### config.mk
export PLATFORM = sky130hd
export DESIGN_NAME = alu_arbiter
export DESIGN_NICKNAME = d
export VERILOG_FILES = /design/src/rtl/alu_arbiter.sv
export SDC_FILE = /design/constraint.sdc
export NUM_CORES = 1
export LEC_CHECK = 0
export ABC_CLOCK_PERIOD_IN_PS = 1700
export CORE_ASPECT_RATIO = 0.7
export CORE_MARGIN = 1
export CORE_UTILIZATION = 35
export DETAILED_ROUTE_END_ITERATION = 8
export PLACE_DENSITY = 0.8
export SLEW_MARGIN = 20
export SYNTH_ARGS = -nofsm -noshare
export SYNTH_HDL_FRONTEND = slang
export SYNTH_SLANG_ARGS = --single-unit
### constraint.sdc
create_clock -name clk -period 1.7 [get_ports clk]
set_input_delay 0.255 -clock clk [delete_from_list [all_inputs] [get_ports clk]]
set_output_delay 0.255 -clock clk [all_outputs]
set_load 0.02 [all_outputs]
### src/rtl/alu_arbiter.sv
// ---------------------------------------------------------------------------
// alu_arbiter
//
// Round-robin front end that lets two requesters share one external
// combinational ALU. An accepted request is held in an issue-stage register
// that drives the ALU directly. The ALU result is captured one cycle later
// in a response-stage register, and a one-cycle response strobe is raised
// toward the requester that issued the operation.
//
// Ports
//   clk, rst_n                   clock, asynchronous active-low reset
//   hold                         stall; suppresses new grants only
//   req_valid_x / req_ready_x    request handshake for requester x (0/1)
//   req_a_x, req_b_x, req_op_x   operands and op code of requester x
//   alu_a, alu_b, alu_op         operands and op code to the shared ALU
//   alu_result, alu_zero         shared ALU outputs
//   rsp_valid_x                  one-cycle response strobe for requester x
//   rsp_result, rsp_zero         response data; zero while no strobe is high
// ---------------------------------------------------------------------------
module alu_arbiter #(
    parameter int N = 32
) (
    input  logic         clk,
    input  logic         rst_n,
    input  logic         hold,

    input  logic         req_valid_0,
    input  logic [N-1:0] req_a_0,
    input  logic [N-1:0] req_b_0,
    input  logic [3:0]   req_op_0,
    output logic         req_ready_0,

    input  logic         req_valid_1,
    input  logic [N-1:0] req_a_1,
    input  logic [N-1:0] req_b_1,
    input  logic [3:0]   req_op_1,
    output logic         req_ready_1,

    output logic [N-1:0] alu_a,
    output logic [N-1:0] alu_b,
    output logic [3:0]   alu_op,
    input  logic [N-1:0] alu_result,
    input  logic         alu_zero,

    output logic         rsp_valid_0,
    output logic         rsp_valid_1,
    output logic [N-1:0] rsp_result,
    output logic         rsp_zero
);

    // How the ALU outputs of an op are forwarded in the response.
    typedef enum logic [1:0] {
        CLS_NONE  = 2'd0,  // op 0000 / 1111: respond with all zeros
        CLS_ARITH = 2'd1,  // op 0001-1000: forward alu_result
        CLS_CMP   = 2'd2   // op 1001-1110: forward alu_zero only
    } op_class_t;

    // -----------------------------------------------------------------------
    // Arbitration
    // -----------------------------------------------------------------------
    // ptr names the requester that wins the next contention (0 or 1).
    logic ptr;
    logic grant_0;
    logic grant_1;
    logic fire;

    // NOTE: every output of a combinational block gets a default before any
    // branch, so no path can leave it unassigned and infer a latch.
    always_comb begin
        grant_0 = 1'b0;
        grant_1 = 1'b0;
        if (!hold) begin
            if (req_valid_0 && (!req_valid_1 || !ptr)) begin
                grant_0 = 1'b1;
            end else if (req_valid_1) begin
                grant_1 = 1'b1;
            end
        end
    end

    assign req_ready_0 = grant_0;
    assign req_ready_1 = grant_1;
    assign fire        = grant_0 | grant_1;

    // -----------------------------------------------------------------------
    // Issue stage
    // -----------------------------------------------------------------------
    logic         iss_valid;
    logic         iss_id;
    logic [N-1:0] iss_a;
    logic [N-1:0] iss_b;
    logic [3:0]   iss_op;

    // NOTE: state registers use non-blocking assignments so every flop
    // samples the pre-edge values regardless of statement order.
    always_ff @(posedge clk or negedge rst_n) begin
        if (!rst_n) begin
            ptr       <= 1'b0;
            iss_valid <= 1'b0;
            iss_id    <= 1'b0;
            iss_a     <= '0;
            iss_b     <= '0;
            iss_op    <= '0;
        end else begin
            iss_valid <= fire;
            iss_id    <= grant_1;
            // An empty issue stage holds zeros so the ALU sees a quiet bus.
            if (fire) begin
                iss_a  <= grant_1 ? req_a_1  : req_a_0;
                iss_b  <= grant_1 ? req_b_1  : req_b_0;
                iss_op <= grant_1 ? req_op_1 : req_op_0;
                // The loser of this transfer wins the next contention.
                ptr    <= grant_0;
            end else begin
                iss_a  <= '0;
                iss_b  <= '0;
                iss_op <= '0;
            end
        end
    end

    assign alu_a  = iss_a;
    assign alu_b  = iss_b;
    assign alu_op = iss_op;

    // -----------------------------------------------------------------------
    // Response stage
    // -----------------------------------------------------------------------
    op_class_t    iss_class;
    logic [N-1:0] nxt_result;
    logic         nxt_zero;

    always_comb begin
        iss_class = CLS_NONE;
        if (iss_op >= 4'd1 && iss_op <= 4'd8) begin
            iss_class = CLS_ARITH;
        end else if (iss_op >= 4'd9 && iss_op <= 4'd14) begin
            iss_class = CLS_CMP;
        end
    end

    always_comb begin
        nxt_result = '0;
        nxt_zero   = 1'b0;
        if (iss_valid) begin
            case (iss_class)
                CLS_ARITH: nxt_result = alu_result;
                CLS_CMP:   nxt_zero   = alu_zero;
                default:   ;
            endcase
        end
    end

    logic rsp_valid_q;
    logic rsp_id_q;

    // Loading zeros whenever the issue stage is empty keeps the response
    // data at zero between strobes and prevents carry-over between responses.
    always_ff @(posedge clk or negedge rst_n) begin
        if (!rst_n) begin
            rsp_valid_q <= 1'b0;
            rsp_id_q    <= 1'b0;
            rsp_result  <= '0;
            rsp_zero    <= 1'b0;
        end else begin
            rsp_valid_q <= iss_valid;
            rsp_id_q    <= iss_id;
            rsp_result  <= nxt_result;
            rsp_zero    <= nxt_zero;
        end
    end

    assign rsp_valid_0 = rsp_valid_q & ~rsp_id_q;
    assign rsp_valid_1 = rsp_valid_q &  rsp_id_q;

endmodule
==> run metrics <==
post-synthesis cell area 0.00402 mm2; final setup vio count 0; R2R Path Start ptr; Crit. End Element output pin; htree depth 3; GR Overflow Total 0; CP Cell Sequence clkdlybuf4s50_1; worst-path maximum fanout 3; Synth area leader dfrtp_1; Hold Path Class primary input to flip-flop; HP Start hold; final setup TNS 0 ns; Worst-path clk slew roughly 0.07 ns; global-route wire length before repair between 15000 and 20000 um; Starting DRT DRC Count a little under 200; root buf cell clkbuf_16; sequential fraction of the synthesis area 0.659; Power Density between 800 and 900 mW/mm2; Power Total 6.34 mW; Worst-Margin Slew 0.691 ns; core footprint between 0.01 and 0.015 mm2; Layout Cell Area excl Fill between 0.007 and 0.008 mm2; post-synth cell types 21; FF-to-FF path depth 4; WL final 13100 um; R2R Path End alu_op[0]; crit-path max cell delay 0.65 ns; clock skew about 0.0075 ns; PortBufs 278; cell internal pwr roughly 4.6 mW; Comb pwr share 0.242; filler cell count ~850; register bit total from synthesis roughly 110; register area 0.00265 mm2; clock share of power 0.324; vias in the first global route 3644; Post-Syn Instances roughly 330; multi-input logic area ~0.0012 mm2; share of the synthesized area in the top cell type 0.659; I/O pins around 280; gpl congestion just under 0.8; Max Buffers Root-to-Sink 2; post-DP HPWL 9490 um; max cap viols 0; Num CTS Buffers 9; Mapped Nets ~500; Final Max Slew Viols 0; wire per inst 17.5 um; Post-CTS Setup Inserts 0; Clk Latency, worst-skew pair 0.33 ns; CTS tree yes; syn_area_per_cell 12.3 um2; antenna violations before repair 0; drt pass-1 iters 4; Overall Global Routing Usage 0.219; largest net degree at the start of global routing 107; Hold Path Cell Cnt 2; Clock Sinks roughly 110; die height 91.7 um; WHS Endpoint alu_b[29]; maximum clock rate just over 0.6 GHz; Final Cycle Share 0.966; # DRC 0; Initial Util 0.363; net switching power approximately 1.7 mW; vias post-DR 3705; final net count roughly 760; # rows 32; final hold violations 0; sequential power share 0.434; Area contributors post-synth dfrtp_1 66%, a32oi_1 15%, nor2_1 6.6%; critical path class flip-flop to output pin; Place WS -0.285 ns; fin worst setup slack between 0.05 and 0.06 ns; RSZ-0062 raised after global routing false; Sw Ratio 0.267; run status finished, final reports clean; number of vias per cell 4.95; CP Data Required Time 1.44 ns; Crit path buffers/inverters 1; crit path max-delay cell type clkdlybuf4s50_1; area post-placement slightly below 0.007 mm2; Worst path top cell family by delay buffers and inverters; flop2flop setup slack about 0.17 ns; Leak 3.15 nW; relative slew slack 0.540; DIE WIDTH around 130 um; Worst setup SP type flip-flop; share of cells above drive strength 1 0.113; Worst VDD drop between 0.0005 and 0.0006 V; Post-DRT Antenna Nets 0; ANT cells 0; worst path arrival time about 1.4 ns; Final min period roughly 1.6 ns; Ys Warns 0; full die area between 0.01 and 0.015 mm2; synthesis-to-finish area growth 79.6%
## synth_stat cells
master    count
a32oi_1      68
clkbuf_2      3
nor2_1       71
o21ai_0       2
nand2b_1      1
a21boi_4      1
dfrtp_1     106
nand2_1       1
nor3_2        1
buf_6         1
xnor2_1       1
buf_2        14
nor3_1        1
nand3_1       1
buf_1         1
nor2b_1       2
buf_4         1
clkbuf_1     17
and2_1        1
inv_1         1
and3_2       33
## area by class of cell
cell class | instances | area share
Clock buffer | 9 | 0.0312
Clock inverter | 7 | 0.0107
Inverter | 1 | 0.000519
Multi-Input combinational cell | 184 | 0.168
Sequential cell | 106 | 0.367
Tap cell | 153 | 0.0265
Timing Repair Buffer | 288 | 0.395
## registers in the layout, summed over array words and instances (netlist names)
name / count
ptr: 1
alu_op: 4
rsp_valid_q: 1
iss_id: 1
rsp_id_q: 1
rsp_result: 32
iss_valid: 1
alu_a: 32
alu_b: 32
rsp_zero: 1
## power groups by stage
stage / Combinational [mW] / Sequential (mW) / Clock [mW]
3_5_place_dp: 1.53 / 2.80 / 0
2_1_floorplan: 0.425 / 3.01 / 0
3_3_place_gp: 1.50 / 2.80 / 0
6_report: 1.53 / 2.75 / 2.06
4_1_cts: 1.53 / 2.75 / 2.12
5_1_grt: 1.64 / 2.77 / 2.22
## worst max path at each step
stage / start / end / slack, ns / depth (start not counted)
finish: alu_op[2] / alu_op[2] / 0.06 / 1
global route: alu_op[0] / alu_op[0] / 0.00009 / 1
floorplan: ptr / req_ready_0 / 0.23 / 4
global placement: req_valid_0 / req_ready_0 / -0.26 / 4
detailed placement: req_valid_0 / req_ready_0 / -0.29 / 4
CTS: ptr / req_ready_1 / 0.007 / 4
## metal layers
layer | GRT usage | vias up | part of all wire
met5 | 0 | - | 0
met4 | 0.0455 | 0 | 0.0089
met3 | 0.0933 | 13 | 0.11
met2 | 0.373 | 176 | 0.50
met1 | 0.256 | 1796 | 0.38
li1 | - | 1720 | -
## cells by family (layout without fill, tap and decap cells)
logic type	count (synthesis)	after routing	synth area share
xor gates and xnor gates	1	1	0.00218
and+or+nand+nor	112	112	0.140
buffers and inverters	38	305	0.0435
DFF	106	106	0.659
AOI/OAI and AO/OA	71	71	0.155
## cell usage in the layout, fill, tap and decap left out, drive strengths merged
master and n:
a21boi 1, a32oi 68, and2 1, and3 33
buf 12, bufinv 1, clkbuf 11, clkdlybuf4s50 270
clkinv 4, clkinvlp 1, dfrtp 106, dlygate4sd2 1
dlygate4sd3 1, dlymetal6s2s 2, inv 2, nand2 1
nand2b 1, nand3 1, nor2 71, nor2b 2
nor3 2, o21ai 2, xnor2 1
## repair_timing
| action | 4_1_cts | 5_1_grt |
|---|---|---|
| hold buffers | 0 | 1 |
| hold endpoints to repair | 0 | 3 |
| gates resized for setup | 4 | 6 |
| setup endpoints to repair | 3 | 5 |
## metrics by stage
stage	util	hold slack, ns	cells
6_report	0.652	0.216	748
5_1_grt	0.652	0.215	748
4_1_cts	0.650	0.00554	747
3_5_place_dp	0.623	0.338	731
3_3_place_gp	0.623	0.338	731
2_1_floorplan	-	-0.0406	328
Power figures use the tool's default switching activity.
